**config.mk**
```make
export PLATFORM = sky130hd
export DESIGN_NAME = traffic_phase_scheduler_flat
export DESIGN_NICKNAME = d
export VERILOG_FILES = /design/src/rtl/traffic_pkg.sv /design/src/rtl/traffic_phase_scheduler_if.sv /design/src/rtl/traffic_tick_gen.sv /design/src/rtl/traffic_phase_scheduler.sv /design/src/flat_wrapper.sv
export SDC_FILE = /design/constraint.sdc
export NUM_CORES = 1
export LEC_CHECK = 0
export CAP_MARGIN = 0
export CORE_ASPECT_RATIO = 0.9
export CORE_MARGIN = 2
export CORE_UTILIZATION = 40
export DETAILED_ROUTE_END_ITERATION = 10
export PLACE_DENSITY_LB_ADDON = 0.2
export SYNTH_ARGS = -nofsm -noshare
export SYNTH_HDL_FRONTEND = slang
export SYNTH_HIERARCHICAL = 1
export SYNTH_SLANG_ARGS = --single-unit
```
**constraint.sdc**
```tcl
create_clock -name clk -period 4.1 [get_ports clk]
set_clock_uncertainty 0.05 [all_clocks]
set_input_delay 1.23 -clock clk [delete_from_list [all_inputs] [get_ports clk]]
set_output_delay 1.23 -clock clk [all_outputs]
set_load 0.01 [all_outputs]
```
**src/rtl/traffic_pkg.sv**
```systemverilog
// rtl/traffic_pkg.sv - shared light codes, phase encodings and head decode
package traffic_pkg;

    localparam logic [1:0] RED    = 2'b00;
    localparam logic [1:0] GREEN  = 2'b01;
    localparam logic [1:0] YELLOW = 2'b10;

    typedef enum logic [2:0] {
        ST_ALLRED = 3'd0,
        ST_NS_G   = 3'd1,
        ST_NS_Y   = 3'd2,
        ST_EW_G   = 3'd3,
        ST_EW_Y   = 3'd4,
        ST_WALK   = 3'd5
    } phase_e;

    function automatic logic [1:0] head_code(input phase_e st, input phase_e green_st,
                                             input phase_e yellow_st);
        if (st == green_st) begin
            return GREEN;
        end
        if (st == yellow_st) begin
            return YELLOW;
        end
        return RED;
    endfunction

endpackage

```
**src/rtl/traffic_phase_scheduler_if.sv**
```systemverilog
// rtl/traffic_phase_scheduler_if.sv - request inputs and lamp outputs of the phase scheduler
interface traffic_phase_scheduler_if;

    logic       ped_req;
    logic       emg_req;
    logic       emg_dir;
    logic [1:0] NS;
    logic [1:0] EW;
    logic       walk;
    logic       ped_ack;
    logic [2:0] phase;

    modport master (
        output ped_req, emg_req, emg_dir,
        input  NS, EW, walk, ped_ack, phase
    );

    modport slave (
        input  ped_req, emg_req, emg_dir,
        output NS, EW, walk, ped_ack, phase
    );

endinterface

```
**src/rtl/traffic_tick_gen.sv**
```systemverilog
// rtl/traffic_tick_gen.sv - TICK_DIV prescaler emitting a one-cycle tick, with clear and freeze
module traffic_tick_gen #(
    parameter int unsigned TICK_DIV = 2080000
) (
    input  logic clk,
    input  logic reset,
    input  logic clr_i,
    input  logic en_i,
    output logic tick_o
);

    localparam int unsigned PW = (TICK_DIV > 1) ? $clog2(TICK_DIV) : 1;
    localparam logic [PW-1:0] LAST = PW'(TICK_DIV - 1);

    logic [PW-1:0] count_q;
    logic [PW-1:0] count_d;

    assign tick_o = en_i && (count_q == LAST);

    // Clear wins over counting so a new phase always starts a full tick period.
    always_comb begin
        count_d = count_q;
        if (clr_i || tick_o) begin
            count_d = '0;
        end else if (en_i) begin
            count_d = count_q + 1'b1;
        end
    end

    always_ff @(posedge clk or negedge reset) begin
        if (!reset) begin
            count_q <= '0;
        end else begin
            count_q <= count_d;
        end
    end

endmodule

```
**src/rtl/traffic_phase_scheduler.sv**
```systemverilog
// rtl/traffic_phase_scheduler.sv - intersection phase sequencer with walk and emergency pre-empt
module traffic_phase_scheduler
    import traffic_pkg::*;
#(
    parameter int unsigned TICK_DIV = 2080000,
    parameter int unsigned GREEN_T  = 20,
    parameter int unsigned YELLOW_T = 3,
    parameter int unsigned ALLRED_T = 1,
    parameter int unsigned WALK_T   = 10
) (
    input logic                      clk,
    input logic                      reset,
    traffic_phase_scheduler_if.slave bus
);

    localparam int unsigned MAX_A = (GREEN_T > YELLOW_T) ? GREEN_T : YELLOW_T;
    localparam int unsigned MAX_B = (ALLRED_T > WALK_T) ? ALLRED_T : WALK_T;
    localparam int unsigned MAX_T = (MAX_A > MAX_B) ? MAX_A : MAX_B;
    localparam int unsigned TW    = $clog2(MAX_T + 1);

    logic [2:0]    ped_sync_q;
    logic [1:0]    emg_sync_q;
    logic [1:0]    dir_sync_q;
    logic          ped_rise;
    logic          emg_s;
    logic          dir_s;

    phase_e        state_q;
    phase_e        state_d;
    logic          next_dir_q;
    logic          next_dir_d;
    logic          ped_pend_q;
    logic          ped_pend_d;
    logic [TW-1:0] timer_q;
    logic [TW-1:0] timer_d;

    logic          tick;
    logic          freeze;
    logic          expire;
    logic          state_change;
    logic          enter_walk;

    logic [1:0]    ns_q;
    logic [1:0]    ew_q;
    logic          walk_q;
    logic          ack_q;

    function automatic logic [TW-1:0] phase_dur(input phase_e st);
        case (st)
            ST_NS_G, ST_EW_G: phase_dur = TW'(GREEN_T);
            ST_NS_Y, ST_EW_Y: phase_dur = TW'(YELLOW_T);
            ST_WALK:          phase_dur = TW'(WALK_T);
            default:          phase_dur = TW'(ALLRED_T);
        endcase
    endfunction

    // ped_sync_q[2] is the previous synchronized level, used for edge detection only.
    always_ff @(posedge clk or negedge reset) begin
        if (!reset) begin
            ped_sync_q <= '0;
            emg_sync_q <= '0;
            dir_sync_q <= '0;
        end else begin
            ped_sync_q <= {ped_sync_q[1:0], bus.ped_req};
            emg_sync_q <= {emg_sync_q[0], bus.emg_req};
            dir_sync_q <= {dir_sync_q[0], bus.emg_dir};
        end
    end

    assign ped_rise = ped_sync_q[1] & ~ped_sync_q[2];
    assign emg_s    = emg_sync_q[1];
    assign dir_s    = dir_sync_q[1];

    assign freeze = emg_s && (((state_q == ST_NS_G) && !dir_s) ||
                              ((state_q == ST_EW_G) &&  dir_s));

    traffic_tick_gen #(
        .TICK_DIV (TICK_DIV)
    ) u_tick (
        .clk    (clk),
        .reset  (reset),
        .clr_i  (state_change),
        .en_i   (~freeze),
        .tick_o (tick)
    );

    assign expire = tick && (timer_q <= TW'(1));

    always_comb begin
        state_d    = state_q;
        next_dir_d = next_dir_q;
        case (state_q)
            ST_ALLRED: begin
                if (expire) begin
                    if (emg_s) begin
                        state_d    = dir_s ? ST_EW_G : ST_NS_G;
                        next_dir_d = dir_s;
                    end else if (ped_pend_q) begin
                        state_d = ST_WALK;
                    end else begin
                        state_d = next_dir_q ? ST_EW_G : ST_NS_G;
                    end
                end
            end
            // A conflicting pre-empt aborts green at once; a matching one only freezes it.
            ST_NS_G: begin
                if ((emg_s && dir_s) || expire) begin
                    state_d = ST_NS_Y;
                end
            end
            ST_EW_G: begin
                if ((emg_s && !dir_s) || expire) begin
                    state_d = ST_EW_Y;
                end
            end
            ST_NS_Y: begin
                if (expire) begin
                    state_d    = ST_ALLRED;
                    next_dir_d = 1'b1;
                end
            end
            ST_EW_Y: begin
                if (expire) begin
                    state_d    = ST_ALLRED;
                    next_dir_d = 1'b0;
                end
            end
            ST_WALK: begin
                if (expire) begin
                    state_d = ST_ALLRED;
                end
            end
            default: begin
                state_d = ST_ALLRED;
            end
        endcase
    end

    assign state_change = (state_d != state_q);
    assign enter_walk   = (state_d == ST_WALK) && (state_q != ST_WALK);
    assign ped_pend_d   = (ped_pend_q & ~enter_walk) | ped_rise;

    always_comb begin
        timer_d = timer_q;
        if (state_change) begin
            timer_d = phase_dur(state_d);
        end else if (tick) begin
            timer_d = timer_q - 1'b1;
        end
    end

    always_ff @(posedge clk or negedge reset) begin
        if (!reset) begin
            state_q    <= ST_ALLRED;
            next_dir_q <= 1'b0;
            ped_pend_q <= 1'b0;
            timer_q    <= TW'(ALLRED_T);
        end else begin
            state_q    <= state_d;
            next_dir_q <= next_dir_d;
            ped_pend_q <= ped_pend_d;
            timer_q    <= timer_d;
        end
    end

    // Lamp registers decode the next state so they line up with state_q.
    always_ff @(posedge clk or negedge reset) begin
        if (!reset) begin
            ns_q   <= RED;
            ew_q   <= RED;
            walk_q <= 1'b0;
            ack_q  <= 1'b0;
        end else begin
            ns_q   <= head_code(state_d, ST_NS_G, ST_NS_Y);
            ew_q   <= head_code(state_d, ST_EW_G, ST_EW_Y);
            walk_q <= (state_d == ST_WALK);
            ack_q  <= enter_walk;
        end
    end

    assign bus.NS      = ns_q;
    assign bus.EW      = ew_q;
    assign bus.walk    = walk_q;
    assign bus.ped_ack = ack_q;
    assign bus.phase   = state_q;

endmodule

```
**src/flat_wrapper.sv**
```systemverilog
// flat-port wrapper written by rule: the top's interface ports become plain ports
module traffic_phase_scheduler_flat import traffic_pkg::*;
#(
    parameter int unsigned TICK_DIV = 2080000,
    parameter int unsigned GREEN_T  = 20,
    parameter int unsigned YELLOW_T = 3,
    parameter int unsigned ALLRED_T = 1,
    parameter int unsigned WALK_T   = 10
)
  (clk, reset, bus_ped_req, bus_emg_req, bus_emg_dir, bus_NS, bus_EW, bus_walk, bus_ped_ack, bus_phase);
  traffic_phase_scheduler_if bus_i ();
  input logic clk;
  input logic reset;
  input wire logic [$bits(bus_i.ped_req)-1:0] bus_ped_req;
  input wire logic [$bits(bus_i.emg_req)-1:0] bus_emg_req;
  input wire logic [$bits(bus_i.emg_dir)-1:0] bus_emg_dir;
  output wire logic [$bits(bus_i.NS)-1:0] bus_NS;
  output wire logic [$bits(bus_i.EW)-1:0] bus_EW;
  output wire logic [$bits(bus_i.walk)-1:0] bus_walk;
  output wire logic [$bits(bus_i.ped_ack)-1:0] bus_ped_ack;
  output wire logic [$bits(bus_i.phase)-1:0] bus_phase;
  assign bus_i.ped_req = bus_ped_req;
  assign bus_i.emg_req = bus_emg_req;
  assign bus_i.emg_dir = bus_emg_dir;
  assign bus_NS = bus_i.NS;
  assign bus_EW = bus_i.EW;
  assign bus_walk = bus_i.walk;
  assign bus_ped_ack = bus_i.ped_ack;
  assign bus_phase = bus_i.phase;
  traffic_phase_scheduler #(.TICK_DIV(TICK_DIV), .GREEN_T(GREEN_T), .YELLOW_T(YELLOW_T), .ALLRED_T(ALLRED_T), .WALK_T(WALK_T)) u_core (.clk(clk), .reset(reset), .bus(bus_i));
endmodule
```
==> results.toml, run 1 <==
[setup_path]
setup.worst_path.end_class = "flip-flop"
r2r_end = "u_core/u_tick/count_q[3]$_DFFE_PN0P_"
cp_max_fo = 20
worstPathArrival_ns = 3.74
slowest_delay_ns = 0.55
path_cells = "nand2b_1 > nor2_1 > nand2_1 > and2_1 > nand4_2 > nor4_1 > or4b_4 > or2_1 > and3_2 > inv_1 > inv_1 > o41ai_4 > nor2_1"
critPathBufInv = 2
reg2regPathDepth = 13
critPathTopFamily = "simple AND/OR/NAND/NOR gates"
critPathKind = "flip-flop to flip-flop"
start_kind = "flip-flop"
r2r_setup_slack_ns = 0.46
cp_slowest_cell = "dfrtp_1"
crit_path_end = "u_core/u_tick/count_q[3]$_DFFE_PN0P_"
r2r_start = "u_core/bus.phase[2]$_DFF_PN0_"
worstPathRequired_ns = 4.19
crit_path_start = "u_core/bus.phase[2]$_DFF_PN0_"
path_depth = 13

[global_route]
grt_pass1_vias = 1389
antenna_found_initial = 0
gr-usage-met2_pct = 19.42
use_met1_pct = 24.51
grt_pass1_wl_mm = 6.920
grt_use_met3_pct = 3.641
grt_usage_pct = 15.24
grt_max_degree = 45
overflow = 0
grt_busiest_layer = "met1"

[placed_design]
gp_congestion = 0.8888
numPortBuffers = 13
dpl.hpwl_mm = 2.754
place_area_um2 = 2354
dp_slack_ns = 0.4494

[clock_network]
clkSinkCount = 44
htree_num_levels = 2
postCtsSetupBuffers = 0
cts_resized = 0
insertion_delay_ns = 0.29
cts_root_buffer = "clkbuf_8"
cts_made_buffers = 5
cts_tree = "yes"
cts_max_path_buffers = 2
holdBufCountCts = 0
clk_pin_slew_ns = 0.09

[floorplanning]
dieWidth_um = 82.17
die_area_um2 = 6109
io_pins = 14
die_h_um = 74.35
start_util_pct = 41.61
core_um2 = 5286
num_rows = 25

[timing]
rsz0062_at_grt = "false"
period_share_pct = 88.85
maxSlewHeadroom_pct = 30.57
worst_pin_slew_ns = 1.038
finalHoldViolCount = 0
worst_slack_ns = 0.4571
tns_ns = 0
fmax_mhz = 274.5
drv_slew = 0
post-route-min-period_ns = 3.643
setup_viol_count_final = 0

[run_status]
status = "completed"

[pwr]
total_switching_power_mw = 0.1522
clkPwrFrac_pct = 35.8
pwr-share-comb_pct = 2.1
p_leak_nw = 1.083
intPower_mw = 0.5571
ir_drop_mv = 0.1690
power.total_mw = 0.7092
seqPwrFrac_pct = 62.1
power.density_nw_per_um2 = 291.3
swShare_pct = 21.46

[route]
drt-wirelength-per-cell_um = 14.29
avgViaCountPerCell = 5.484
vias = 1585
routed_wl_mm = 4.131
drt_iter0_drc = 210
drt_pass1_iterations = 6
antenna_left = 0
remaining_drc_errors = 0

[synth]
async_reset_ff_share_pct = 100.0
ys_ff_latch = 44
syn-num-nets = 218
avgSynthCellArea_um2 = 10.47
syn-cell-area_um2 = 2200
synth_top_area_share_pct = 48.92
ys_warn_count = 6
syn-instance-count = 210
yosysSeqAreaShare_pct = 50.11
synth-main-ff-cell = "dfrtp_1"
ys_types = 51
synthTopCellsByArea = "dfrtp_1 49%, xor2_1 4.0%, nor2_1 3.6%"
synth_edf_count = 0
yosysTopAreaCell = "dfrtp_1"

[finish]
stdcell_area_um2 = 2435
syn_to_final_growth_pct = 10.69
fin_nets = 230
drive_gt1_share_pct = 11.26
diodes = 0

[hold_path]
hold_path_class = "flip-flop to flip-flop"

[job]
cap_violations = 0
==> power by group through the flow <==
stage	Sequential, mW	Combinational [mW]	Clock [mW]
finish	0.440	0.0151	0.254
global route	0.441	0.0179	0.288
CTS	0.440	0.0159	0.268
detailed placement	0.449	0.0159	0
global placement	0.449	0.0157	0
floorplan	0.447	0.00426	0
==> worst min path at each step <==
stage | from | end | slack, ns | cells after the start
final | u_core/dir_sync_q[0]$_DFF_PN0_ | u_core/dir_sync_q[1]$_DFF_PN0_ | 0.31 | 0
after global routing | u_core/dir_sync_q[0]$_DFF_PN0_ | u_core/dir_sync_q[1]$_DFF_PN0_ | 0.32 | 0
after CTS | u_core/dir_sync_q[0]$_DFF_PN0_ | u_core/dir_sync_q[1]$_DFF_PN0_ | 0.31 | 0
after detailed placement | u_core/ped_sync_q[0]$_DFF_PN0_ | u_core/ped_sync_q[1]$_DFF_PN0_ | 0.29 | 0
after global placement | u_core/emg_sync_q[0]$_DFF_PN0_ | u_core/emg_sync_q[1]$_DFF_PN0_ | 0.28 | 0
after floorplan | u_core/dir_sync_q[0]$_DFF_PN0_ | u_core/dir_sync_q[1]$_DFF_PN0_ | 0.28 | 0
==> stage by stage <==
stage               hold slack (ns)  instances  util [%]
floorplan                    0.2812        210         -
global placement             0.2834        282     44.52
detailed placement           0.2872        282     44.52
CTS                          0.3103        289     46.06
global route                 0.3171        289     46.06
finish                       0.3075        289     46.06
==> synthesized netlist by cell type (3+ instances only) <==
library cell / count
xor2_1: 10
inv_1: 10
clkbuf_1: 4
o31ai_1: 6
xnor2_1: 7
nand2_1: 11
o21ai_0: 7
or4_1: 5
or2_1: 3
and4_1: 3
nand3_1: 5
nor2_1: 21
buf_6: 4
nor2b_1: 3
or3_1: 5
nor3_1: 3
a21oi_1: 15
ha_1: 3
nand4_1: 6
dfrtp_1: 43
==> sequential cells by signal, indices dropped and copies added (netlist names) <==
signal,cells
u_core/bus.EW,2
u_core/bus.NS,2
u_core/bus.ped_ack,1
u_core/bus.phase,3
u_core/bus.walk,1
u_core/dir_sync_q,2
u_core/emg_sync_q,2
u_core/next_dir_q,1
u_core/ped_pend_q,1
u_core/ped_sync_q,3
u_core/timer_q,5
u_core/u_tick/count_q,21
==> layout by cell type (no fill, tap or decap), types with 2 or more instances in the layout <==
| cell | n |
|---|---|
| or4_1 | 5 |
| nand4_1 | 6 |
| or3_1 | 5 |
| nand2_1 | 11 |
| or2_1 | 3 |
| nor2_1 | 21 |
| and2_1 | 2 |
| and3_1 | 2 |
| clkdlybuf4s50_1 | 12 |
| o21ai_0 | 7 |
| dfrtp_1 | 43 |
| clkbuf_8 | 5 |
| nand4_2 | 2 |
| xnor2_1 | 7 |
| and4_1 | 3 |
| a21oi_1 | 15 |
| o31ai_1 | 6 |
| nor3_1 | 3 |
| nor2b_1 | 3 |
| nand3_1 | 5 |
| inv_1 | 10 |
| buf_4 | 3 |
| xor2_1 | 10 |
| mux2i_1 | 2 |
| ha_1 | 3 |
==> area by class of cell <==
class | count | area [µm²]
well taps | 67 | 83.83
clock buffers | 5 | 68.82
inverters | 11 | 41.29
multi-input cells | 144 | 978.4
fillers | 497 | 2851
clock inverters | 2 | 12.51
flip-flops and latches | 44 | 1102
repair buffers | 16 | 147.6
==> kinds of logic after synthesis <==
kind of cell | after synthesis | share of synthesized area (%)
flip-flops | 44 | 50.11
buffers and inverters | 22 | 5.404
XOR/XNOR | 17 | 6.769
AO/OA/AOI/OAI | 40 | 13.20
multiplexers | 2 | 0.9102
adder cells (fa/ha/maj) | 3 | 1.707
AND/OR/NAND/NOR | 82 | 21.90
==> metal layers <==
| metal | vias to the layer above | share of wire [%] |
|---|---|---|
| met5 | - | 0 |
| met4 | 0 | 1.9 |
| met3 | 6 | 3.8 |
| met2 | 36 | 42 |
| met1 | 775 | 52 |
| li1 | 768 | - |
Power figures use the tool's default switching activity.
==> run 2, diff against run 1 <==
Settings changed: SKIP_LAST_GASP set to 1.
==> results of run 2 <==
Same layout as run 1: the final DEF is identical, and so are final timing and power.
